`src/rtl/seq_pkg.sv`:
```
// seq_pkg: opcodes, FSM states and IR field positions shared by cpu_sequencer and seq_decode
package seq_pkg;
   localparam logic [2:0] OP_R    = 3'b000;
   localparam logic [2:0] OP_I    = 3'b001;
   localparam logic [2:0] OP_BZ   = 3'b010;
   localparam logic [2:0] OP_BC   = 3'b011;
   localparam logic [2:0] OP_BV   = 3'b100;
   localparam logic [2:0] OP_JMP  = 3'b101;
   localparam logic [2:0] OP_NOP  = 3'b110;
   localparam logic [2:0] OP_HALT = 3'b111;
   localparam int OP_HI  = 15, OP_LO  = 13;
   localparam int ALU_HI = 12, ALU_LO = 10;
   localparam int RD_HI  = 9,  RD_LO  = 7;
   localparam int RS_HI  = 6,  RS_LO  = 4;
   localparam int RT_HI  = 3,  RT_LO  = 1;
   localparam int IMM_HI = 5,  IMM_LO = 0;
   localparam int OFF_HI = 7,  OFF_LO = 0;
`ifdef SEQ_SINGLE_STEP_EN
   typedef enum logic [2:0] {S_IDLE, S_FETCH, S_EXEC, S_HALT, S_PAUSE} state_t;
`else
   typedef enum logic [2:0] {S_IDLE, S_FETCH, S_EXEC, S_HALT} state_t;
`endif
endpackage

```
`src/rtl/cpu_sequencer_if.sv`:
```
// cpu_sequencer_if: instruction-memory fetch handshake between sequencer and memory
interface cpu_sequencer_if #(parameter int PC_W = 8);
   logic            imem_req;
   logic [PC_W-1:0] imem_addr;
   logic [15:0]     imem_rdata;
   logic            imem_valid;
   modport master (output imem_req, imem_addr, input imem_rdata, imem_valid);
   modport slave  (input imem_req, imem_addr, output imem_rdata, imem_valid);
endinterface

```
`src/rtl/seq_decode.sv`:
```
// seq_decode: purely combinational IR -> datapath controls and instruction class
module seq_decode
   import seq_pkg::*;
(
   input  logic [15:0] i_ir,
   output logic [2:0]  o_rs,
   output logic [2:0]  o_rt,
   output logic [2:0]  o_rd,
   output logic [2:0]  o_alu_op,
   output logic        o_select_imm,
   output logic [5:0]  o_immediate,
   output logic [2:0]  o_br_mask,
   output logic        o_is_branch,
   output logic        o_is_jmp,
   output logic        o_is_halt,
   output logic        o_writes_reg
);
   logic [2:0] w_op;
   assign w_op         = i_ir[OP_HI:OP_LO];
   assign o_alu_op     = i_ir[ALU_HI:ALU_LO];
   assign o_rd         = i_ir[RD_HI:RD_LO];
   assign o_rs         = (w_op == OP_I) ? i_ir[RD_HI:RD_LO] : i_ir[RS_HI:RS_LO];
   assign o_rt         = i_ir[RT_HI:RT_LO];
   assign o_immediate  = i_ir[IMM_HI:IMM_LO];
   assign o_select_imm = (w_op == OP_I);
   // one-hot flag selector laid out like the flags register {C,V,Z}
   assign o_br_mask    = {w_op == OP_BC, w_op == OP_BV, w_op == OP_BZ};
   assign o_is_branch  = |o_br_mask;
   assign o_is_jmp     = (w_op == OP_JMP);
   assign o_is_halt    = (w_op == OP_HALT);
   assign o_writes_reg = (w_op == OP_R) || (w_op == OP_I);
endmodule

```
`src/rtl/cpu_sequencer.sv`:
```
// cpu_sequencer: multi-cycle fetch/exec control unit owning PC, IR and flags.
// Optional SEQ_SINGLE_STEP_EN adds a step input and a PAUSE state after every EXEC.
module cpu_sequencer
   import seq_pkg::*;
#(
   parameter int              PC_W     = 8,
   parameter logic [PC_W-1:0] RESET_PC = '0
) (
   input  logic            clk,
   input  logic            rst,
   input  logic            start,
`ifdef SEQ_SINGLE_STEP_EN
   input  logic            step,
`endif
   cpu_sequencer_if.master imem,
   output logic [2:0]      rs,
   output logic [2:0]      rt,
   output logic [2:0]      rd,
   output logic [2:0]      alu_op,
   output logic            select_imm,
   output logic [5:0]      immediate,
   output logic            reg_write,
   input  logic            carry,
   input  logic            overflow,
   input  logic            zero,
   output logic [2:0]      flags,
   output logic            busy,
   output logic            halted
);
   state_t          r_state;
   logic [PC_W-1:0] r_pc;
   logic [15:0]     r_ir;
   logic [2:0]      r_flags;
   logic            r_req, r_exec, r_busy, r_halted;
   logic [2:0]      w_br_mask;
   logic            w_is_branch, w_is_jmp, w_is_halt, w_writes_reg, w_taken;
   logic [PC_W-1:0] w_br_target, w_next_pc;

   seq_decode u_decode (
      .i_ir         (r_ir),
      .o_rs         (rs),
      .o_rt         (rt),
      .o_rd         (rd),
      .o_alu_op     (alu_op),
      .o_select_imm (select_imm),
      .o_immediate  (immediate),
      .o_br_mask    (w_br_mask),
      .o_is_branch  (w_is_branch),
      .o_is_jmp     (w_is_jmp),
      .o_is_halt    (w_is_halt),
      .o_writes_reg (w_writes_reg)
   );

   // branches look only at latched flags, never at this cycle's ALU outputs
   assign w_taken     = w_is_branch && |(w_br_mask & r_flags);
   assign w_br_target = PC_W'(32'(r_pc) + 32'd1 + {{24{r_ir[OFF_HI]}}, r_ir[OFF_HI:OFF_LO]});
   assign w_next_pc   = w_is_jmp ? PC_W'(r_ir) : w_taken ? w_br_target : r_pc + PC_W'(1);

   assign imem.imem_req  = r_req;
   assign imem.imem_addr = r_pc;
   assign reg_write      = r_exec && w_writes_reg;
   assign flags          = r_flags;
   assign busy           = r_busy;
   assign halted         = r_halted;

   // sequencer FSM with PC, IR, flags and registered handshake/status outputs
   always_ff @(posedge clk or posedge rst) begin
      if (rst) begin
         r_state  <= S_IDLE;
         r_pc     <= RESET_PC;
         r_ir     <= '0;
         r_flags  <= '0;
         r_req    <= 1'b0;
         r_exec   <= 1'b0;
         r_busy   <= 1'b0;
         r_halted <= 1'b0;
      end else begin
         case (r_state)
            S_IDLE, S_HALT: if (start) begin
               r_state  <= S_FETCH;
               r_pc     <= RESET_PC;
               r_flags  <= '0;
               r_req    <= 1'b1;
               r_busy   <= 1'b1;
               r_halted <= 1'b0;
            end
            S_FETCH: if (imem.imem_valid) begin
               r_ir    <= imem.imem_rdata;
               r_state <= S_EXEC;
               r_req   <= 1'b0;
               r_exec  <= 1'b1;
            end
            S_EXEC: begin
               r_exec <= 1'b0;
               if (w_writes_reg) r_flags <= {carry, overflow, zero};
               if (w_is_halt) begin
                  r_state  <= S_HALT;
                  r_busy   <= 1'b0;
                  r_halted <= 1'b1;
               end else begin
                  r_pc <= w_next_pc;
`ifdef SEQ_SINGLE_STEP_EN
                  r_state <= S_PAUSE;
                  r_busy  <= 1'b0;
`else
                  r_state <= S_FETCH;
                  r_req   <= 1'b1;
`endif
               end
            end
`ifdef SEQ_SINGLE_STEP_EN
            S_PAUSE: if (step) begin
               r_state <= S_FETCH;
               r_req   <= 1'b1;
               r_busy  <= 1'b1;
            end
`endif
            default: r_state <= S_IDLE;
         endcase
      end
   end
endmodule

```
`src/flat_wrapper.sv`:
```
// flat-port wrapper written by rule: the top's interface ports become plain ports
module cpu_sequencer_flat import seq_pkg::*;
#(
   parameter int              PC_W     = 8,
   parameter logic [PC_W-1:0] RESET_PC = '0
)
  (clk, rst, start, rs, rt, rd, alu_op, select_imm, immediate, reg_write, carry, overflow, zero, flags, busy, halted, imem_imem_req, imem_imem_addr, imem_imem_rdata, imem_imem_valid);
  cpu_sequencer_if #(.PC_W(PC_W)) imem_i ();
  input  logic clk;
  input  logic rst;
  input  logic start;
  output logic [2:0] rs;
  output logic [2:0] rt;
  output logic [2:0] rd;
  output logic [2:0] alu_op;
  output logic select_imm;
  output logic [5:0] immediate;
  output logic reg_write;
  input  logic carry;
  input  logic overflow;
  input  logic zero;
  output logic [2:0] flags;
  output logic busy;
  output logic halted;
  output wire logic [$bits(imem_i.imem_req)-1:0] imem_imem_req;
  output wire logic [$bits(imem_i.imem_addr)-1:0] imem_imem_addr;
  input wire logic [$bits(imem_i.imem_rdata)-1:0] imem_imem_rdata;
  input wire logic [$bits(imem_i.imem_valid)-1:0] imem_imem_valid;
  assign imem_imem_req = imem_i.imem_req;
  assign imem_imem_addr = imem_i.imem_addr;
  assign imem_i.imem_rdata = imem_imem_rdata;
  assign imem_i.imem_valid = imem_imem_valid;
  cpu_sequencer #(.PC_W(PC_W), .RESET_PC(RESET_PC)) u_core (.clk(clk), .rst(rst), .start(start), .imem(imem_i), .rs(rs), .rt(rt), .rd(rd), .alu_op(alu_op), .select_imm(select_imm), .immediate(immediate), .reg_write(reg_write), .carry(carry), .overflow(overflow), .zero(zero), .flags(flags), .busy(busy), .halted(halted));
endmodule
```
`config.mk`:
```
export PLATFORM = sky130hd
export DESIGN_NAME = cpu_sequencer_flat
export DESIGN_NICKNAME = d
export VERILOG_FILES = /design/src/rtl/seq_pkg.sv /design/src/rtl/cpu_sequencer_if.sv /design/src/rtl/seq_decode.sv /design/src/rtl/cpu_sequencer.sv /design/src/flat_wrapper.sv
export SDC_FILE = /design/constraint.sdc
export NUM_CORES = 1
export LEC_CHECK = 0
export BUFFER_PORTS_ARGS = -buffer_cell sky130_fd_sc_hd__clkbuf_2
export CAP_MARGIN = 20
export CORE_UTILIZATION = 57
export CTS_BUF_LIST = sky130_fd_sc_hd__clkbuf_16
export DETAILED_ROUTE_END_ITERATION = 16
export GPL_TIMING_DRIVEN = 0
export PLACE_DENSITY = 0.85
export SLEW_MARGIN = 10
export SYNTH_ARGS = -nofsm -noshare
export SYNTH_HDL_FRONTEND = slang
export SYNTH_HIERARCHICAL = 1
export SYNTH_SLANG_ARGS = --single-unit
export TNS_END_PERCENT = 5
```
`constraint.sdc`:
```
create_clock -name clk -period 4.1 [get_ports clk]
set_clock_uncertainty 0.15 [all_clocks]
set_input_delay 0.615 -clock clk [delete_from_list [all_inputs] [get_ports clk]]
set_output_delay 0.615 -clock clk [all_outputs]
set_load 0.05 [all_outputs]
```
* Word level (Yosys, flattened, before mapping) *
Index checks and enable logic that the tools add are counted.

storage, ports and cells
  register bits = 34
  bits of input ports = 23
  output and inout port bits = 34

cells by class
  reduce and logical (&&, ||, !) cells = 18
  muxes and demuxes = 24
  bitwise logic cells = 1
  equality and inequality tests = 14
  add/subtract/negate cells = 3

operators with widths
  operator             count
  $mux 8               4
  $add 8x1->8 const B  2
  $pmux 8 s2           1
  $mux 3               5
  $eq 3x2->1 const B   4
  $eq 3x3->1 const B   3
  $pmux 3 s3           1
  $reduce_and 3->1     3
  $add 8x8->8          1
  $ne 2x2->1 const B   4
  $mux 1               7
  $eq 3x1->1 const B   2
  $logic_not 3->1      2
  $pmux 1 s2           3
  $pmux 3 s2           1
  $reduce_and 2->1     3
  $reduce_or 3->1      2
  $reduce_and 4->1     1
  $reduce_bool 2->1    2
  $and 3x3->3          1
  $pmux 1 s3           1
  $reduce_bool 3->1    1
  $logic_and 1x1->1    2
  $mux 2               1
  other kinds (3)      3

* Depth between registers and ports, before layout *
Gate-level depths: netlist of run 1.

  depth in word-level cells = 8
  gate-level depth with buffers = 10
  gate-level depth less buffers = 10

* By module *
Netlist of run 1, hierarchy kept.

modules (own cells, without submodules)
  module         times used  cells an instance  sequential area each (sq um)  area an instance (sq um)
  cpu_sequencer  1           197                825.8                         1,981.9
  seq_decode     1           27                 0.0                           219.0

* Worst setup path after synthesis of run 1 *
Ideal clock, no wire load.

  kind = reg2reg
  start point = register u_core.r_pc[2], in the netlist u_core/imem.imem_addr[2]
  end point = register u_core.r_pc[7], in the netlist u_core/imem.imem_addr[7]
  slack = 1,663 ps
  library setup time = 118 ps
  cell stages (with the launch flop) = 9
  arrival time = 2,169 ps
  path buffers = 0
  path through = dfrtp_1 ha_1 o21a_2 o31ai_4 a2111oi_4 or3_1 a31oi_2 o31a_1 o21ai_2

between the ends
  word-level cells in the longest chain between the ends = 6
  elaborated cells between the ends (all ways) = 7
  those cells by class = 3 x add/sub; 4 x mux

RTL lines
  what                      line                                      RTL
  start, declared           cpu_sequencer.sv:31                       logic [PC_W-1:0] r_pc;
  start signal, assigned    cpu_sequencer.sv:101                      r_pc <= w_next_pc;
  $add 8x1->8               cpu_sequencer.sv:56, cpu_sequencer.sv:57
  $add 8x8->8               cpu_sequencer.sv:56                       assign w_br_target = PC_W'(32'(r_pc) + 32'd1 + {{24{r_ir[OFF_HI]}}, r_ir[OFF_HI:OFF_LO]});
  $mux 8 (*) (2 in series)  cpu_sequencer.sv:57                       assign w_next_pc = w_is_jmp ? PC_W'(r_ir) : w_taken ? w_br_target : r_pc + PC_W'(1);
  $mux 8 (*)                cpu_sequencer.sv:96                       if (w_is_halt) begin
  $pmux 8 s2 (*)            cpu_sequencer.sv:78                       case (r_state)

Every way passes the cells marked *; elsewhere a longest branch is shown, timed or not. The select of a mux whose other input is x is not followed.
A chain may end at the register's enable or synchronous reset.

* Worst setup path after layout of run 1 *
  start point = register u_core.r_state[0]
  end point = register u_core.r_pc[7], in the netlist u_core/imem.imem_addr[7]

between the ends
  word-level cells in the longest chain between the ends = 4
  elaborated cells between the ends (all ways) = 9
  those cells by class = 4 x eq/ne; 1 x mux; 4 x reduce/logical

RTL lines
  what                                                              line                 RTL
  start, declared                                                   cpu_sequencer.sv:30  state_t r_state;
  start signal, assigned                                            cpu_sequencer.sv:69  r_state <= S_IDLE;
  start signal, assigned                                            cpu_sequencer.sv:80  r_state <= S_FETCH;
  start signal, assigned                                            cpu_sequencer.sv:89  r_state <= S_EXEC;
  $eq 3x2->1 or $logic_not 3->1 (tied branches)                     cpu_sequencer.sv:78
  $reduce_or 2->1                                                   cpu_sequencer.sv:78
  $ne 2x2->1 (no source line) or $reduce_bool 2->1 (tied branches)  -
  $reduce_and 3->1 (no source line)                                 -

Parallel ways exist; a longest one is shown, timed or not.

==> run_results.csv, run 1 <==
group,metric,value,unit
setup_path,ff2ff_path_depth,7,
die,initial_core_util,0.597,
placed_design,port_buffers,56,
die,fp.dieH,64.1,um
min_path,min-delay-path-class,"in -> async",
synthesis,synth_mux_area_frac,0.102,
die,core-area,3690,um^2
synthesis,synth_ff_type,"dfrtp_1",
synthesis,async_flop_share,1.00,
setup_path,critPathArrivalTime,2.53,ns
grt,antenna_found_initial,0,
timing,fin_setup_tns,0,ns
cts,clkLatencyLatePin,0.27,ns
finish,area_growth,23.5,%
synthesis,synth_fa_ha_area_frac,0.0773,
synthesis,synth_nets,260,
synthesis,synth-seq-cells,33,
die,die_x,64.1,um
synthesis,synthXorXnorAreaFrac,0.0279,
finish,layout.cells.non_filler,337,
cts,cts_resized,0,
timing,setup_viol,0,
setup_path,critPathCaptureType,"flip-flop",
cts,cts_sinks,33,
synthesis,synth-compound-area-share,0.181,
setup_path,path_class,"reg -> reg",
synthesis,syn-cell-area,2200,um^2
status,status,"completed",
placed_design,hpwlAfterDp,3.59,mm
synthesis,synth_top_family_by_area,"compound AO/OA/AOI/OAI gates",
synthesis,yosys_warnings,6,
setup_path,critical-path-max-stage-delay,0.52,ns
cts,htree_levels,2,
route,avgViaCountPerCell,5.64,
timing,max_slew_margin,0.472,
route,ant_nets,0,
synthesis,synth-seq-area-share,0.375,
grt,grt_pass1_wl,8.33,mm
synthesis,synth.avg_cell_area,9.83,um^2
placed_design,gp_congestion,0.896,
grt,grtUsageTotal,0.263,
die,io_pins,57,
cts,clock_path_buffers,2,
setup_path,cp-start-kind,"flip-flop",
route,postRouteWirelength,4.91,mm
cts,clkSlewWorstSetupHoldPaths,0.05,ns
synthesis,synth_edf_count,0,
die,die-area,4110,um^2
timing,finalCriticalPeriod,2.48,ns
finish,diodes,0,
setup_path,crit_fanout,8,
route,drcViolationCount,0,
synthesis,synthCells,224,
route,drt_pre_antenna_iters,4,
timing,timing.fmax,404,MHz
cts,hold_buffers,0,
cts,cts_tree,"built",
setup_path,crit_required,4.15,ns
timing,hold_violations,0,
synthesis,synth-simple-area-share,0.156,
grt,grt_overflow,0,
setup_path,crit_chain,"inv_1, ha_1, nor2b_1, nor3_1, nand2b_1, o31a_1, o21ai_2",
timing,rsz0062_at_grt,"false",
timing,tightest_slew,0.792,ns
synthesis,ys_types,47,
route,drt_iter0_drc,119,
die,rows,22,
finish,fillCellCount,276,
finish,layout-drive-gt1-share,0.336,
grt,grt_max_degree,21,
cts,cts_setup_buffers,0,
finish,finalNetCount,324,
grt,grt_pass1_vias,1795,
timing,drv_slew,0,
timing,fin_crit_sh,0.604,
route,wire_per_inst,14.6,um
cts,cts_root_buf,"clkbuf_16",
setup_path,crit_path_top_delay_cell,"nor3_1",
placed_design,dp_cells,329,
route,num_vias,1899,
run,drv_cap,0,
cts,cts-buffers-inserted,5,
-- layer usage --
layer	GRT usage	up-vias	part of all wire
li1	-	914	-
met1	0.329	917	0.44
met2	0.459	64	0.50
met3	0.0696	4	0.054
met4	0.0472	0	0.0045
met5	0	-	0
-- path summary, 6_finish.rpt --
kind	slack, ns	start	to
min in group clk	0.35	u_core/imem.imem_req	u_core/imem.imem_req
max in group asynchronous	2.92	rst	u_core/flags[2]
setup reg to reg	1.62	u_core/r_state[0]	u_core/imem.imem_addr[7]
setup / recovery	1.62	u_core/r_state[0]	u_core/imem.imem_addr[7]
hold / removal	0.32	rst	u_core/r_ir[11]
hold reg to reg	0.35	u_core/imem.imem_req	u_core/imem.imem_req
-- kinds of logic after synthesis --
| family | count (synthesis) |
|---|---|
| compound gates | 57 |
| xor+xnor | 7 |
| fa+ha+maj | 13 |
| buf+inv | 31 |
| flops | 33 |
| mux | 20 |
| simple gates | 63 |
-- layout make-up --
class,count,area (um^2),area share
Clock buffer,5,125,0.0460
Timing Repair Buffer,57,295,0.109
Multi-Input combinational cell,160,1200,0.441
Clock inverter,3,37.5,0.0138
Tap cell,48,60.1,0.0221
Inverter,12,45.0,0.0166
Buffer,19,130,0.0479
Sequential cell,33,826,0.304
-- cell usage in the layout (no fill, tap or decap), types with 6 or more instances in the layout --
cell / n
mux2_1: 17
clkbuf_2: 56
o21ai_1: 12
ha_1: 12
nor2_1: 11
o21ai_0: 6
inv_1: 12
a21oi_1: 15
buf_4: 15
nand3_1: 6
dfrtp_1: 33
nand2_1: 20
-- synth_stat cells (6+ instances only) --
cell type  number  area (um^2)
dfrtp_1        33          826
nand2_1        20         75.1
mux2_1         17          191
a21oi_1        15         75.1
buf_4          15          113
ha_1           12          150
o21ai_1        12         60.1
inv_1          11         41.3
nor2_1         11         41.3
nand3_1         6         30.0
o21ai_0         6         30.0
-- critical path: cells and delay by family, from the launching register on --
| family | cells | cell delay (ns) |
|---|---|---|
| and+or+nand+nor | 3 | 1.00 |
| DFF | 1 | 0.40 |
| adders and majority gates | 1 | 0.40 |
| AOI/OAI and AO/OA | 2 | 0.40 |
| buffers and inverters | 1 | 0.06 |
-- state kept, by name, indices dropped and copies added, names as in the netlist --
| signal | count |
|---|---|
| u_core/r_exec | 1 |
| u_core/r_ir | 16 |
| u_core/halted | 1 |
| u_core/busy | 1 |
| u_core/imem.imem_req | 1 |
| u_core/r_state | 2 |
| u_core/imem.imem_addr | 8 |
| u_core/flags | 3 |
-- stage by stage --
| stage | utilization | worst slack (ns) | instance area [um^2] | hold WS, ns |
|---|---|---|---|---|
| floorplan | - | 1.66 | 2200 | 0.315 |
| global placement | 0.689 | 1.79 | 2540 | 0.323 |
| detailed placement | 0.693 | 1.71 | 2560 | 0.330 |
| CTS | 0.737 | 1.66 | 2720 | 0.342 |
| global route | 0.737 | 1.52 | 2720 | 0.365 |
| finish | 0.737 | 1.62 | 2720 | 0.316 |
Power of run 1 is not shown: default switching activity piles up to over one toggle a cycle in this logic, so the estimate is an artifact.
==> inputs of run 2 (changes only) <==
--- a/config.mk
+++ b/config.mk
@@ -7,11 +7,11 @@
 export LEC_CHECK = 0
 export BUFFER_PORTS_ARGS = -buffer_cell sky130_fd_sc_hd__clkbuf_2
 export CAP_MARGIN = 20
-export CORE_UTILIZATION = 57
+export CORE_UTILIZATION = 53
 export CTS_BUF_LIST = sky130_fd_sc_hd__clkbuf_16
 export DETAILED_ROUTE_END_ITERATION = 16
 export GPL_TIMING_DRIVEN = 0
-export PLACE_DENSITY = 0.85
+export PLACE_DENSITY = 0.8
 export SLEW_MARGIN = 10
 export SYNTH_ARGS = -nofsm -noshare
 export SYNTH_HDL_FRONTEND = slang
==> constraint.sdc (replaced) <==
create_clock -name clk -period 2.3 [get_ports clk]
set_clock_uncertainty 0.15 [all_clocks]
set_input_delay 0.345 -clock clk [delete_from_list [all_inputs] [get_ports clk]]
set_output_delay 0.345 -clock clk [all_outputs]
set_load 0.05 [all_outputs]
==> run_results.csv, run 2 (synthesized netlist as in run 1, its figures left out) <==
group,metric,value,unit
status,status,"completed",
finish,mostFrequentLayoutCell,"clkbuf_2",
setup_path,rrSetupSlack,0.05,ns
finish,multi_input_area,1250,um^2
grt,antenna_found_initial,0,
grt,grt_overflow,0,
setup_path,critical-path-max-stage-delay,0.45,ns
cts,clock_path_buffers,2,
setup_path,path_class,"reg -> reg",
setup_path,crit_buf_inv,0,
setup_path,critPathCaptureType,"flip-flop",
route,drt_iter0_drc,111,
cts,clkLatencyLatePin,0.28,ns
finish,regArea,833,um^2
die,core-area,4000,um^2
timing,tightest_slew,0.709,ns
timing,finalCriticalPeriod,2.25,ns
placed_design,dp_cells,330,
finish,largest_register,"u_core/r_ir",
cts,clkSlewWorstSetupHoldPaths,0.05,ns
placed_design,hpwlAfterDp,3.48,mm
timing,rsz0062_at_grt,"true",
route,drcViolationCount,0,
timing,hold_violations,0,
setup_path,cp-start-kind,"flip-flop",
die,io_pins,57,
finish,finalNetCount,327,
setup_path,path_delay_family,"simple AND/OR/NAND/NOR gates",
finish,final_cell_mix,"clkbuf_2, dfrtp_1, nand2_1",
placed_design,port_buffers,56,
grt,grtUsageTotal,0.243,
placed_design,gp_congestion,0.918,
setup_path,crit_required,2.31,ns
route,wire_per_inst,14.8,um
setup_path,r2r-end,"u_core/imem.imem_addr[7]",
route,avgViaCountPerCell,5.60,
setup_path,critPathArrivalTime,2.27,ns
setup_path,path_depth,7,
cts,cts_sinks,33,
grt,grt_pass1_vias,1741,
finish,largest_register_ffs,16,
die,initial_core_util,0.550,
cts,cts_tree,"built",
timing,timing.fmax,444,MHz
finish,diodes,0,
die,fp.dieH,66.4,um
route,postRouteWirelength,5.05,mm
grt,grt_pass1_wl,7.90,mm
die,die-area,4410,um^2
setup_path,r2r_start,"u_core/imem.imem_addr[4]",
grt,grt_max_degree,34,
cts,htree_levels,2,
finish,fillCellCount,287,
timing,max_slew_margin,0.527,
route,num_vias,1916,
cts,hold_buffers,0,
setup_path,ff2ff_path_depth,7,
route,drt_pre_antenna_iters,4,
run,drv_cap,0,
cts,cts-buffers-inserted,5,
setup_path,crit_fanout,6,
setup_path,crit_path_top_delay_cell,"dfrtp_1",
timing,setup_viol,0,
finish,area_growth,27.2,%
route,ant_nets,0,
finish,layout.cells.non_filler,342,
finish,layout-drive-gt1-share,0.394,
die,rows,23,
cts,cts_root_buf,"clkbuf_16",
die,die_x,66.4,um
timing,fin_crit_sh,0.979,
min_path,min-delay-path-class,"in -> async",
setup_path,crit_chain,"ha_1, nor3_1, a2111oi_4, or3_1, a31oi_2, o31a_1, o21ai_2",
timing,drv_slew,0,
-- run 2: cell count changes in the layout (fill, tap and decap cells not counted), sizes merged --
cell | before | now
buf | 18 | 21
-- run 2: layout make-up --
cell class	count	area share
multi-input combinational	160	0.448
sequential	33	0.298
timing repair buffer	60	0.111
buffer	19	0.0465
clock buffer	5	0.0447
tap	50	0.0224
inverter	12	0.0161
clock inverter	3	0.0134
-- run 2: routing by layer --
metal | vias to the layer above | track usage | share of wire
met5 | - | 0 | 0
met4 | 0 | 0.101 | 0.015
met3 | 12 | 0.0672 | 0.054
met2 | 73 | 0.376 | 0.48
met1 | 906 | 0.318 | 0.45
li1 | 925 | - | -
-- run 2: worst max path at each step --
stage | startpoint | to | slack, ns
final | u_core/imem.imem_addr[4] | u_core/imem.imem_addr[7] | 0.05
after global routing | u_core/imem.imem_addr[4] | u_core/imem.imem_addr[7] | -0.05
after CTS | u_core/r_state[0] | u_core/imem.imem_addr[7] | 0.04
after detailed placement | u_core/imem.imem_addr[2] | u_core/imem.imem_addr[7] | 0.05
after global placement | u_core/r_state[0] | u_core/imem.imem_addr[7] | 0.07
after floorplan | u_core/imem.imem_addr[4] | u_core/imem.imem_addr[7] | -0.10
-- run 2: timing repair --
item | CTS | global route
setup buffers | 0 | 4
gates resized for setup | 1 | 11
endpoints found under the setup margin | 1 | 6
hold endpoints to repair | 0 | 0
pin swaps | 0 | 5
-- run 2: stage by stage --
stage                     hold slack (ns)  worst slack, ns  instance area (um^2)   util  TNS, ns
after CTS                          0.0338           0.0359                  2720  0.679        0
after detailed placement            0.327           0.0475                  2550  0.637        0
after global routing               0.0644          -0.0525                  2800  0.700   -0.113
after global placement              0.319           0.0697                  2550  0.637        0
final                             0.00524           0.0484                  2800  0.700        0
after floorplan                     0.315           -0.101                  2200      -   -0.101
Power of run 2 is left out for the same reason.
